File: src/rtl/unpack_sg_dma_chan.sv
// Single-channel scatter-gather unpacker.
// Buffers one ingress packet stream and cuts each packet into BLK_WORDS-word
// blocks placed at addresses taken from the free list. Block data goes to the
// MMU, the block chain goes to the link-list SRAM, and a tag FIFO emits one
// tag per packet. Oversize and malformed packets produce an error-flagged tag.
module unpack_sg_dma_chan #(
    parameter int  DATA_W     = 32,
    parameter int  ADDR_W     = 12,
    parameter int  BLK_WORDS  = 16,
    parameter int  MAX_BLKS   = 16,
    parameter int  FIFO_DEPTH = 32,
    parameter int  TAG_DEPTH  = 2,
    localparam int LEN_W      = $clog2(MAX_BLKS)
) (
    input  logic              iClk,
    input  logic              iRst_n,
    // ingress word stream
    input  logic              iWrSop,
    input  logic              iWrEop,
    input  logic              iWrVld,
    input  logic [DATA_W-1:0] iWrData,
    output logic              oWrRdy,
    // free block address list
    input  logic [ADDR_W-1:0] iEptyAddr,
    input  logic              iEptyAddrVld,
    output logic              oEptyAddrRcvRdy,
    // MMU block write
    output logic [DATA_W-1:0] oPktData,
    output logic [ADDR_W-1:0] oPktAddr,
    output logic              oPktDataVld,
    output logic              oPktWrLast,
    input  logic              iMmuRdy,
    // link-list write
    output logic [ADDR_W-1:0] oLaddr,
    output logic [ADDR_W-1:0] oLdata,
    output logic              oLaddrVld,
    // packet tag
    output logic [ADDR_W-1:0] oPktFirAddr,
    output logic [LEN_W-1:0]  oPktLen,
    output logic [2:0]        oPktPri,
    output logic [3:0]        oPktDstPort,
    output logic              oPktErr,
    output logic              oPktTagVld,
    input  logic              iWrrRdy,
    output logic [15:0]       oErrCnt
);

    localparam int FP_W = $clog2(FIFO_DEPTH);
    localparam int TP_W = $clog2(TAG_DEPTH);
    localparam int WC_W = $clog2(BLK_WORDS);

    typedef struct packed {
        logic              sop;
        logic              eop;
        logic [DATA_W-1:0] data;
    } word_t;

    typedef struct packed {
        logic [ADDR_W-1:0] fir;
        logic [LEN_W-1:0]  len;
        logic [2:0]        pri;
        logic [3:0]        dst;
        logic              err;
    } tag_t;

    typedef enum logic [2:0] {
        IDLE     = 3'd0,
        GET_ADDR = 3'd1,
        WRITE    = 3'd2,
        TAG      = 3'd3,
        DROP     = 3'd4
    } state_t;

    // ------------------------------------------------------------------
    // Ingress word FIFO (show-ahead)
    // ------------------------------------------------------------------
    word_t           fifo_mem [FIFO_DEPTH];
    logic [FP_W:0]   wptr_q, rptr_q;
    logic            fifo_empty, fifo_full, fifo_push, fifo_pop;
    word_t           head;
    logic            rdy_en_q;

    assign fifo_empty = (wptr_q == rptr_q);
    assign fifo_full  = ((wptr_q - rptr_q) == (FP_W+1)'(FIFO_DEPTH));
    assign head       = fifo_mem[rptr_q[FP_W-1:0]];
    // Ready is held low while reset is asserted so every output idles at 0.
    assign oWrRdy     = rdy_en_q && !fifo_full;
    assign fifo_push  = iWrVld && oWrRdy;

    // Ready enable comes up one cycle after reset release
    always_ff @(posedge iClk or negedge iRst_n) begin
        if (!iRst_n) rdy_en_q <= 1'b0;
        else         rdy_en_q <= 1'b1;
    end

    // FIFO storage; contents need no reset, the pointers define validity
    always_ff @(posedge iClk) begin
        if (fifo_push) fifo_mem[wptr_q[FP_W-1:0]] <= '{sop: iWrSop, eop: iWrEop, data: iWrData};
    end

    // FIFO pointers
    always_ff @(posedge iClk or negedge iRst_n) begin
        if (!iRst_n) begin
            wptr_q <= '0;
            rptr_q <= '0;
        end else begin
            if (fifo_push) wptr_q <= wptr_q + 1'b1;
            if (fifo_pop)  rptr_q <= rptr_q + 1'b1;
        end
    end

    // ------------------------------------------------------------------
    // Tag FIFO
    // ------------------------------------------------------------------
    tag_t            tag_mem [TAG_DEPTH];
    logic [TP_W:0]   twptr_q, trptr_q;
    logic            tag_empty, tag_full, tag_push, tag_pop;
    tag_t            tag_head, tag_new;

    assign tag_empty  = (twptr_q == trptr_q);
    assign tag_full   = ((twptr_q - trptr_q) == (TP_W+1)'(TAG_DEPTH));
    assign tag_pop    = !tag_empty && iWrrRdy;
    assign tag_head   = tag_empty ? '0 : tag_mem[trptr_q[TP_W-1:0]];

    assign oPktTagVld  = !tag_empty;
    assign oPktFirAddr = tag_head.fir;
    assign oPktLen     = tag_head.len;
    assign oPktPri     = tag_head.pri;
    assign oPktDstPort = tag_head.dst;
    assign oPktErr     = tag_head.err;

    // Tag storage
    always_ff @(posedge iClk) begin
        if (tag_push) tag_mem[twptr_q[TP_W-1:0]] <= tag_new;
    end

    // Tag pointers; a pop on a full FIFO frees the slot for a same-cycle push
    always_ff @(posedge iClk or negedge iRst_n) begin
        if (!iRst_n) begin
            twptr_q <= '0;
            trptr_q <= '0;
        end else begin
            if (tag_push) twptr_q <= twptr_q + 1'b1;
            if (tag_pop)  trptr_q <= trptr_q + 1'b1;
        end
    end

    // ------------------------------------------------------------------
    // Segmentation FSM
    // ------------------------------------------------------------------
    state_t            state_q, state_d;
    logic [ADDR_W-1:0] cur_q, cur_d, prev_q, prev_d, fir_q, fir_d;
    logic [LEN_W-1:0]  blk_q, blk_d;
    logic [WC_W-1:0]   wcnt_q, wcnt_d;
    logic [2:0]        pri_q, pri_d;
    logic [3:0]        dst_q, dst_d;
    logic              err_q, err_d;
    logic [15:0]       errcnt_q;
    logic              errcnt_inc;
    logic              blk_full;

    assign tag_new  = '{fir: fir_q, len: blk_q, pri: pri_q, dst: dst_q, err: err_q};
    assign oPktAddr = cur_q;
    assign oErrCnt  = errcnt_q;
    assign blk_full = (wcnt_q == WC_W'(BLK_WORDS-1));

    // FSM state and packet context registers
    always_ff @(posedge iClk or negedge iRst_n) begin
        if (!iRst_n) begin
            state_q <= IDLE;
            cur_q   <= '0;
            prev_q  <= '0;
            fir_q   <= '0;
            blk_q   <= '0;
            wcnt_q  <= '0;
            pri_q   <= '0;
            dst_q   <= '0;
            err_q   <= 1'b0;
        end else begin
            state_q <= state_d;
            cur_q   <= cur_d;
            prev_q  <= prev_d;
            fir_q   <= fir_d;
            blk_q   <= blk_d;
            wcnt_q  <= wcnt_d;
            pri_q   <= pri_d;
            dst_q   <= dst_d;
            err_q   <= err_d;
        end
    end

    // Saturating error counter: error tags and orphan words
    always_ff @(posedge iClk or negedge iRst_n) begin
        if (!iRst_n)                               errcnt_q <= '0;
        else if (errcnt_inc && errcnt_q != 16'hFFFF) errcnt_q <= errcnt_q + 16'd1;
    end

    // Next-state and output decode
    always_comb begin
        state_d         = state_q;
        cur_d           = cur_q;
        prev_d          = prev_q;
        fir_d           = fir_q;
        blk_d           = blk_q;
        wcnt_d          = wcnt_q;
        pri_d           = pri_q;
        dst_d           = dst_q;
        err_d           = err_q;
        fifo_pop        = 1'b0;
        tag_push        = 1'b0;
        errcnt_inc      = 1'b0;
        oEptyAddrRcvRdy = 1'b0;
        oPktDataVld     = 1'b0;
        oPktWrLast      = 1'b0;
        oPktData        = '0;
        oLaddrVld       = 1'b0;
        oLaddr          = '0;
        oLdata          = '0;

        case (state_q)
            IDLE: begin
                if (!fifo_empty) begin
                    if (head.sop) begin
                        pri_d   = head.data[6:4];
                        dst_d   = head.data[3:0];
                        blk_d   = '0;
                        err_d   = 1'b0;
                        state_d = GET_ADDR;
                    end else begin
                        // word outside any packet: discard and count
                        fifo_pop   = 1'b1;
                        errcnt_inc = 1'b1;
                    end
                end
            end

            GET_ADDR: begin
                oEptyAddrRcvRdy = 1'b1;
                if (iEptyAddrVld) begin
                    cur_d  = iEptyAddr;
                    wcnt_d = '0;
                    if (blk_q == '0) begin
                        fir_d = iEptyAddr;
                    end else begin
                        // chain the previous block to this one
                        oLaddrVld = 1'b1;
                        oLaddr    = prev_q;
                        oLdata    = iEptyAddr;
                    end
                    state_d = WRITE;
                end
            end

            WRITE: begin
                if (!fifo_empty) begin
                    if (head.sop && (blk_q != '0 || wcnt_q != '0)) begin
                        // next packet started before this one ended; leave it queued
                        err_d   = 1'b1;
                        state_d = TAG;
                    end else begin
                        oPktDataVld = 1'b1;
                        oPktData    = head.data;
                        oPktWrLast  = blk_full || head.eop;
                        if (iMmuRdy) begin
                            fifo_pop = 1'b1;
                            wcnt_d   = wcnt_q + 1'b1;
                            if (head.eop) begin
                                err_d   = 1'b0;
                                state_d = TAG;
                            end else if (blk_full) begin
                                if (blk_q == LEN_W'(MAX_BLKS-1)) begin
                                    err_d   = 1'b1;
                                    state_d = DROP;
                                end else begin
                                    prev_d  = cur_q;
                                    blk_d   = blk_q + 1'b1;
                                    state_d = GET_ADDR;
                                end
                            end
                        end
                    end
                end
            end

            DROP: begin
                if (!fifo_empty) begin
                    if (head.sop) begin
                        state_d = TAG;
                    end else begin
                        fifo_pop = 1'b1;
                        if (head.eop) state_d = TAG;
                    end
                end
            end

            TAG: begin
                if (!tag_full || tag_pop) begin
                    tag_push   = 1'b1;
                    errcnt_inc = err_q;
                    state_d    = IDLE;
                end
            end

            default: state_d = IDLE;
        endcase
    end

endmodule
File: config.mk
export PLATFORM = sky130hd
export DESIGN_NAME = unpack_sg_dma_chan
export DESIGN_NICKNAME = d
export VERILOG_FILES = /design/src/rtl/unpack_sg_dma_chan.sv
export SDC_FILE = /design/constraint.sdc
export NUM_CORES = 1
export LEC_CHECK = 0
export CORE_ASPECT_RATIO = 0.8
export CORE_MARGIN = 10
export CORE_UTILIZATION = 32
export CTS_CLUSTER_DIAMETER = 30
export DETAILED_ROUTE_END_ITERATION = 10
export PLACE_DENSITY = 0.46
export SETUP_SLACK_MARGIN = 0.3
export SLEW_MARGIN = 20
export SYNTH_ARGS = -nofsm -noshare
export SYNTH_HDL_FRONTEND = slang
export SYNTH_SLANG_ARGS = --single-unit
File: constraint.sdc
create_clock -name iClk -period 7.89 [get_ports iClk]
set_clock_uncertainty 0.05 [all_clocks]
set_input_delay 1.578 -clock iClk [delete_from_list [all_inputs] [get_ports iClk]]
set_output_delay 1.578 -clock iClk [all_outputs]
set_load 0.01 [all_outputs]
; After elaboration in Yosys (flattened, before gate mapping)
; Memories as Yosys holds them, arrays and structs flattened.
; Index checks and enable logic that the tools add are counted.
[word_totals]
ff_bits = 88
latch_bits = 0
ramBits = 1136
rom_bits = 0
in_bits = 52
output_inout_bits = 114
memories = 2
[op_classes]
addsub = 9
mul = 0
div = 0
magnitude_cmp = 0
n_eq_ne = 26
shifts = 0
muxes = 71
n_bitwise = 4
n_reduce_logical = 26
[memory_table]
columns = name, words, word_bits, rd, rd_clocked_by_memory_dff, wr, line
row1 = fifo_mem, 32, 34, 1, 0, 1, 77  ; word_t fifo_mem [FIFO_DEPTH];
row2 = tag_mem, 2, 24, 1, 0, 1, 115  ; tag_t tag_mem [TAG_DEPTH];
[op_table]
columns = cell, n
row1 = 2-to-1 mux 32 bit, 3
row2 = 2-to-1 mux 12 bit, 6
row3 = 2-to-1 mux 4 bit, 12
row4 = 2-to-1 mux 3 bit, 13
row5 = 2-to-1 mux 1 bit, 30
row6 = 2-to-1 mux 24 bit, 1
row7 = "!= test 2 bit, second input constant", 11
row8 = AND reduction 9 bit, 2
row9 = "adder 16 x 1 -> 16 bit, second input constant", 1
row10 = "!= test 16 bit, second input constant", 1
row11 = case mux 4 bit (2 select lines), 2
row12 = case mux 3 bit (5 select lines), 1
row13 = AND reduction 7 bit, 2
row14 = "adder 6 x 1 -> 6 bit, second input constant", 2
row15 = "adder 4 x 1 -> 4 bit, second input constant", 2
row16 = "== test 4 bit, second input constant", 2
row17 = "!= test 4 bit, second input constant", 2
row18 = nonzero test 4 bit, 2
row19 = "== test 3 x 2 -> 1 bit, second input constant", 2
row20 = == test 6 bit, 1
row21 = "== test 6 bit, second input constant", 1
row22 = "!= test 3 bit, second input constant", 2
row23 = case mux 1 bit (2 select lines), 3
row24 = AND reduction 3 bit, 2
row25 = other kinds (17), 30

; Longest topological paths before layout
; Gate-level depths: netlist (run 1).
[logic_depth]
word_depth = 8
depth_mapped = 14
ltp_nobuf = 10

; Worst setup path before layout (run 1)
; Ideal clock, no wire load.
[synth_timing]
kind = register to register
start = reg rptr_q[2]
end = mem fifo_mem[29][0] (netlist name) (enable)
arrival_time_ns = 4.876
setup_slack_ns = 2.538
stages_incl_launch_ff = 14
n_path_buf = 4
synth_period_minus_slack_ns = 5.352
cell_sequence = dfrtp_1 > buf_2 > buf_2 > inv_1 > buf_2 > buf_1 > ha_1 > o21ai_0 > a21boi_0 > o21a_1 > or3_1 > a31oi_1 > nand3_1 > nor2_1
[synth_between]
elab_chain_len = 7
[synth_lines]
columns = item, line
row1 = "start, declared", 78  ; logic [FP_W:0] wptr_q, rptr_q;
row2 = "start signal, assigned", 108  ; if (fifo_pop) rptr_q <= rptr_q + 1'b1;
row3 = subtractor 6 bit, 84  ; assign fifo_full = ((wptr_q - rptr_q) == (FP_W+1)'(FIFO_DEPTH));
row4 = == test 6 bit, 84
row5 = logical NOT 1 bit, 87  ; assign oWrRdy = rdy_en_q && !fifo_full;
row6 = logical AND 1 bit, 87
row7 = via oWrRdy, 22  ; output logic oWrRdy,
row8 = logical AND 1 bit, 88  ; assign fifo_push = iWrVld && oWrRdy;
row9 = 2-to-1 mux 1 bit, 98  ; if (fifo_push) fifo_mem[wptr_q[FP_W-1:0]] <= '{sop: iWrSop, eop: iWrEop, data: iWrData};
row10 = 2-to-1 mux 1 bit (not written as such), 98
row11 = "end, declared", 77
; The timed path passes the listed nets, and every way through them passes these cells.

; Worst setup path in the final report (run 1)
[layout_timing]
start = reg rptr_q[0]
end = out oPktData[31]
[layout_between]
elab_chain_len = 5
[layout_lines]
columns = item, line
row1 = memory (32 x 34 bit), n/a
row2 = logical AND 1 bit, 256  ; if (head.sop && (blk_q != '0 || wcnt_q != '0)) begin
row3 = 2-to-1 mux 32 bit, 256
row4 = 2-to-1 mux 32 bit *, 255  ; if (!fifo_empty) begin
row5 = 2-to-1 mux 32 bit *, 220  ; case (state_q)
row6 = "end, declared", 28  ; output logic [DATA_W-1:0] oPktData,
; Every way passes the cells marked *; elsewhere a longest branch is shown, timed or not.

==> impl_metrics.env, run 1 <==
export IMPL_status="finished clean"
export IMPL_setup_viol=0
export IMPL_async_reset_ff_frac=0.0719
export IMPL_drc=0
export IMPL_timing_rr_end="fifo_mem[14][10]"
export IMPL_rrSetupSlack_ns=2.01
export IMPL_ys_warn_count=0
export IMPL_dr_pass1_iters=5
export IMPL_ioPinCount=166
export IMPL_routabilityCongestion=0.745
export IMPL_fp_dieArea_um2=165000
export IMPL_synth_fp_nets=2272
export IMPL_synth_edff_count=1136
export IMPL_rows=126
export IMPL_holdCritPathClass="flip-flop to flip-flop"
export IMPL_yosysSeqAreaShare=0.762
export IMPL_detail_route_antenna_nets=0
export IMPL_path_class="flip-flop to output port"
export IMPL_fmax_ghz=0.147
export IMPL_synthCells=2205
export IMPL_holdWs_ns=0.416
export IMPL_cts_resized=0
export IMPL_grt_max_degree=130
export IMPL_rsz0062_at_grt="false"
export IMPL_synth_cell_types=68
export IMPL_core_area_um2=148000
export IMPL_worst_pin_slew_ns=1.10
export IMPL_r2r_start="rptr_q[1]"
export IMPL_startpoint="rptr_q[0]"
export IMPL_n_antenna_cell=0
export IMPL_grt_pass1_wl_um=189000
export IMPL_port_buffers=165
export IMPL_grt_usage=0.158
export IMPL_final_hold_viol_count=0
export IMPL_clk_pin_slew_ns=0.05
export IMPL_finalCritPeriodShare=0.862
export IMPL_synth_area_um2=47600
export IMPL_clock_path_buffers=3
export IMPL_max_stage_delay_ns=1.00
export IMPL_critical_path_depth=9
export IMPL_synth_flop_cell="edfxtp_1"
export IMPL_worstPathRequired_ns=6.26
export IMPL_clk_latency_ns=0.81
export IMPL_ys_ff_latch=1224
export IMPL_cts_sinks=1224
export IMPL_root_buffer="clkbuf_16"
export IMPL_critPathArrivalTime_ns=5.17
export IMPL_avgSynthCellArea_um2=21.6
export IMPL_vias=23800
export IMPL_cp_start_kind="flip-flop"
export IMPL_crit_end="oPktData[31]"
export IMPL_tns_ns=0
export IMPL_drv_cap=0
export IMPL_totalWireLength_um=131000
export IMPL_overflow=0
export IMPL_cp_top_family="buffers and inverters"
export IMPL_drt_iter0_drc=2137
export IMPL_drive_gt1_frac=0.326
export IMPL_critical_path_buf_inv_count=2
export IMPL_slew_viol_final=0
export IMPL_p_per_area_nw_per_um2=389
export IMPL_cts_setup_buffers=0
export IMPL_final_min_clock_period_ns=6.80
export IMPL_cts_buffers_inserted=228
export IMPL_leakage_nw=19.8
export IMPL_dp_hpwl_um=76000
export IMPL_cts_tree="yes"
export IMPL_antenna_found_initial=10
export IMPL_cts_hold_buf=0
export IMPL_cp_max_fo=43
export IMPL_vias_per_cell=5.00
export IMPL_nNetsFinal=2631
export IMPL_slew_headroom=0.267
export IMPL_cts_htree_levels=4
export IMPL_area_delta_synth_final_pct=26.3
export IMPL_wl_per_cell_um=27.7
export IMPL_grt_pass1_vias=24900
export IMPL_dieHeight_um=365
export IMPL_finalPower_mw=23.4
export IMPL_initial_core_util=0.323
export IMPL_cp_end_kind="output port"
export IMPL_crit_chain="mux4_2 -> a22oi_1 -> o2111ai_1 -> and3_4 -> nor2_8 -> nand2_2 -> buf_4 -> a21oi_1 -> clkdlybuf4s50_1"
export IMPL_critPathSlowestCell="dfrtp_4"
export IMPL_die_w_um=451
export IMPL_ff2ff_path_depth=11
export IMPL_ir_drop_v=0.000236
[per-stage QoR]
stage | util | std cells | worst slack, ns | area [um2]
finish | 0.407 | 4747 | 1.09 | 60200
global route | 0.407 | 4747 | 0.732 | 60200
CTS | 0.408 | 4747 | 0.876 | 60300
detailed placement | 0.354 | 4318 | 1.79 | 52300
global placement | 0.353 | 4315 | 1.87 | 52200
floorplan | - | 2205 | 2.54 | 47600
[per-layer routing]
layer	vias up	routed length, um	track usage
met5	-	76	0
met4	12	2680	0.0464
met3	211	6710	0.0314
met2	674	61600	0.249
met1	12900	60400	0.223
li1	9931	-	-
[sequential cells by signal (all words and copies together) (netlist names), 3 cells and up]
signal,cells
blk_q,4
dst_q,4
fifo_mem,1088
fir_q,12
oErrCnt,16
oPktAddr,12
prev_q,12
pri_q,3
rptr_q,6
state_q,3
tag_mem,48
wcnt_q,4
wptr_q,6
[layout make-up]
class | instances | area (um2)
sequential | 1224 | 36300
tap | 1984 | 2480
clock inverter | 189 | 2260
fill | 13000 | 87600
clock buffer | 240 | 5760
timing repair buffer | 236 | 2230
multi-input combinational | 855 | 11000
inverter | 19 | 76.3
[worst min-delay path by stage]
| stage | startpoint | endpoint | slack (ns) | cells past startpoint |
|---|---|---|---|---|
| 3_3_place_gp | fir_q[7] | tag_mem[0][19] | 0.40 | 0 |
| 6_report | fir_q[4] | tag_mem[1][16] | 0.42 | 0 |
| 3_5_place_dp | fir_q[10] | tag_mem[1][22] | 0.40 | 0 |
| 4_1_cts | fir_q[10] | tag_mem[0][22] | 0.42 | 0 |
| 2_1_floorplan | fir_q[0] | tag_mem[0][12] | 0.39 | 0 |
| 5_1_grt | fir_q[4] | tag_mem[0][16] | 0.42 | 0 |
[layout by cell type, fill, tap and decap left out, types with 13 or more instances in the layout]
cell type and count:
clkbuf_16 228, clkinv_4 24, buf_2 23, nor2_1 48, xnor2_1 21, nor2_4 32
dfrtp_1 84, inv_1 17, clkinv_2 36, xor2_1 13, mux2i_1 42, mux2_2 30
bufinv_16 32, nand3_1 27, ha_1 15, o21ai_0 17, clkdlybuf4s50_1 141, clkinv_1 27
and2_1 27, edfxtp_1 1136, inv_6 25, buf_4 60, a21oi_1 31, clkinvlp_4 23
nand2_1 120, mux4_2 323
[synthesized netlist by cell type, types with 3 or more instances]
library cell	instances	area share
dfrtp_1	88	0.046
nand2b_1	3	0.00039
nor3_1	7	0.00074
clkbuf_1	60	0.0047
or3_1	5	0.00066
ha_1	15	0.0039
and2_1	28	0.0037
mux4_1	6	0.0033
and3_1	6	0.00079
nor2b_1	8	0.0011
nand4_1	10	0.0013
a31o_2	3	0.00055
nor2_1	81	0.0064
mux4_2	323	0.15
a21oi_1	31	0.0033
edfxtp_1	1136	0.72
buf_6	4	0.00095
a31oi_1	5	0.00066
inv_1	18	0.0014
o21ai_0	17	0.0018
nand2_1	121	0.0095
o21a_1	3	0.00047
mux2i_1	42	0.0088
buf_1	8	0.00063
mux2_2	30	0.0071
nand3b_1	3	0.00047
xnor2_1	21	0.0039
xor2_1	13	0.0024
buf_2	33	0.0035
nand3_1	27	0.0028
[where the power goes]
group	leakage (nW)	total (mW)	switching [mW]	internal, mW
logic	4.62	5.64	3.01	2.62
clock network	3.86	9.92	3.50	6.42
registers	11.4	7.86	0.355	7.51
total	19.8	23.4	6.87	16.5
[cells by family (layout without fill, tap and decap cells)]
logic type / Yosys count / after routing / share of synthesized area
muxes: 402 / 402 / 0.172
and+or+nand+nor: 319 / 319 / 0.0320
DFF: 1224 / 1224 / 0.762
xor gates and xnor gates: 34 / 34 / 0.00625
AOI/OAI and AO/OA: 84 / 84 / 0.0117
buffers and inverters: 126 / 684 / 0.0116
adders and majority gates: 15 / 15 / 0.00394
other: 1 / 1 / 0.0000787
Power figures use the tool's default switching activity.
==> run 2: changes to the inputs <==
--- a/config.mk
+++ b/config.mk
@@ -10,7 +10,9 @@
 export CORE_UTILIZATION = 32
 export CTS_CLUSTER_DIAMETER = 30
 export DETAILED_ROUTE_END_ITERATION = 10
-export PLACE_DENSITY = 0.46
+export DONT_BUFFER_PORTS = 1
+export HOLD_SLACK_MARGIN = 0.06
+export PLACE_DENSITY = 0.45
 export SETUP_SLACK_MARGIN = 0.3
 export SLEW_MARGIN = 20
 export SYNTH_ARGS = -nofsm -noshare
==> constraint.sdc (replaced) <==
create_clock -name iClk -period 7.89 [get_ports iClk]
set_clock_uncertainty 0.05 [all_clocks]
set_input_delay 1.578 -clock iClk [delete_from_list [all_inputs] [get_ports iClk]]
set_output_delay 1.578 -clock iClk [all_outputs]
set_load 0.005 [all_outputs]
==> run 2 against run 1 <==
  * Clock power up 11%
  * Worst hold slack worse by 0.043 ns
  * Sequential power about the same
  * Total power up 2.3%
  * Wire length down 1.7%
  * Critical endpoint is now oPktData[18]
==> impl_metrics.env, run 2 (synthesized netlist as in run 1, its figures left out) <==
export IMPL_drt_iter0_drc=1797
export IMPL_vias=23300
export IMPL_fin_ws_ns=1.41
export IMPL_cts_buffers_inserted=275
export IMPL_wl_per_cell_um=28.1
export IMPL_drv_cap=0
export IMPL_area_delta_synth_final_pct=24.4
export IMPL_critical_path_buf_inv_count=2
export IMPL_antenna_found_initial=2
export IMPL_final_min_clock_period_ns=6.48
export IMPL_final_common_cell="edfxtp_1"
export IMPL_worstPathRequired_ns=6.26
export IMPL_rsz0062_at_grt="false"
export IMPL_overflow=0
export IMPL_leakage_nw=19.6
export IMPL_routabilityCongestion=0.757
export IMPL_cts_htree_levels=5
export IMPL_grt_pass1_vias=24700
export IMPL_clk_pin_slew_ns=0.04
export IMPL_crit_chain="buf_4 -> nand3_1 -> o221ai_1 -> a211o_1 -> and3_4 -> nor2_8 -> nand2_2 -> buf_4 -> a21oi_1"
export IMPL_p_sw_mw=6.65
export IMPL_path_class="flip-flop to output port"
export IMPL_worst_pin_slew_ns=1.24
export IMPL_dp_hpwl_um=71900
export IMPL_cp_common_cell="buf_4"
export IMPL_combPwrFrac=0.214
export IMPL_max_stage_delay_ns=0.95
export IMPL_totalWireLength_um=129000
export IMPL_fmax_ghz=0.154
export IMPL_cts_tree="yes"
export IMPL_rows=126
export IMPL_cts_hold_buf=0
export IMPL_largest_reg_flops=1088
export IMPL_tns_ns=0
export IMPL_post_place_ws_ns=1.76
export IMPL_fp_dieArea_um2=165000
export IMPL_cp_start_kind="flip-flop"
export IMPL_cts_resized=0
export IMPL_initial_core_util=0.323
export IMPL_p_per_area_nw_per_um2=404
export IMPL_p_clk_frac=0.458
export IMPL_port_buffers=0
export IMPL_final_hold_viol_count=0
export IMPL_internal_power_mw=17.3
export IMPL_stdcell_count=4598
export IMPL_critPathArrivalTime_ns=4.85
export IMPL_dr_pass1_iters=5
export IMPL_cts_setup_buffers=0
export IMPL_clock_path_buffers=4
export IMPL_switching_share=0.278
export IMPL_die_w_um=451
export IMPL_cp_max_fo=40
export IMPL_grt_max_degree=147
export IMPL_status="finished clean"
export IMPL_drive_gt1_frac=0.335
export IMPL_vias_per_cell=5.06
export IMPL_ioPinCount=166
export IMPL_final_cell_mix="edfxtp_1 (1,136), mux4_2 (323), clkbuf_16 (283)"
export IMPL_core_area_um2=148000
export IMPL_seqPwrFrac=0.329
export IMPL_holdCritPathClass="input pin to async pin"
export IMPL_setup_viol=0
export IMPL_cp_end_kind="output port"
export IMPL_nNetsFinal=2492
export IMPL_finalCritPeriodShare=0.821
export IMPL_fill_cells=13000
export IMPL_slew_viol_final=0
export IMPL_dp_cells=4132
export IMPL_dieHeight_um=365
export IMPL_grt_usage=0.156
export IMPL_slew_headroom=0.171
export IMPL_ir_drop_v=0.000323
export IMPL_cts_sinks=1224
export IMPL_critPathSlowestCell="dfrtp_4"
export IMPL_clk_latency_ns=0.87
export IMPL_root_buffer="clkbuf_16"
export IMPL_grt_pass1_wl_um=185000
export IMPL_drc=0
export IMPL_cp_top_family="buffers and inverters"
export IMPL_detail_route_antenna_nets=0
[run 2: cell types whose count changed in the layout (fill, tap and decap cells not counted), sizes merged]
cell and delta:
clkdlybuf4s50 -141, bufinv -2, clkbuf +78, buf -45
clkinvlp -3, inv -17, clkinv -22, diode +3
[run 2: power groups by stage]
stage          combinational [mW]  sequential [mW]  clock [mW]
6_report                     5.12             7.87        11.0
3_5_place_dp                 5.20             7.99           0
3_3_place_gp                 5.23             7.98           0
4_1_cts                      5.22             7.88        11.2
2_1_floorplan                3.70             7.75           0
5_1_grt                      5.49             7.91        11.5
[run 2: metal layers]
metal / track usage / up-vias / share of wire
met4: 0.0484 / 0 / 0.019
met3: 0.0452 / 198 / 0.072
met1: 0.213 / 12600 / 0.45
met5: 0 / - / 0
li1: - / 9661 / -
met2: 0.240 / 826 / 0.46
[run 2: worst register-to-register path, delay by kind of cell (launching register included)]
kind | cells | cell delay [ns]
compound gates | 4 | 1.46
fa+ha+maj | 1 | 0.26
buf+inv | 2 | 1.10
flops | 1 | 0.87
simple gates | 4 | 2.13
[run 2: worst paths after layout]
| kind | start | end | slack [ns] | cells after the start |
|---|---|---|---|---|
| setup reg to reg | rptr_q[0] | fifo_mem[30][15] | 1.60 | 11 |
| hold / removal | iRst_n | prev_q[10] | 0.37 | 0 |
| setup / recovery | rptr_q[3] | oPktData[18] | 1.41 | 9 |
| hold reg to reg | fir_q[3] | tag_mem[0][15] | 0.40 | 0 |
| min in group iClk | fir_q[3] | tag_mem[0][15] | 0.40 | 0 |
| max in group asynchronous | iRst_n | oErrCnt[14] | 7.23 | 0 |
[run 2: final cells by class]
class / count / area [um2] / area share
Inverter: 19 / 76.3 / 0.00129
Multi-Input combinational cell: 855 / 11000 / 0.186
Tap cell: 1984 / 2480 / 0.0419
Clock inverter: 145 / 1630 / 0.0276
Timing Repair Buffer: 50 / 425 / 0.00718
Antenna cell: 3 / 7.51 / 0.000127
Sequential cell: 1224 / 36300 / 0.613
Clock buffer: 318 / 7280 / 0.123
[run 2: metrics by stage]
stage	area [um2]	hold WS, ns	total power [mW]	util
2_1_floorplan	47600	0.387	11.4	-
3_3_place_gp	50300	0.389	13.2	0.341
3_5_place_dp	50300	0.402	13.2	0.341
4_1_cts	59300	0.299	24.3	0.401
5_1_grt	59300	0.324	24.9	0.401
6_report	59300	0.373	23.9	0.401
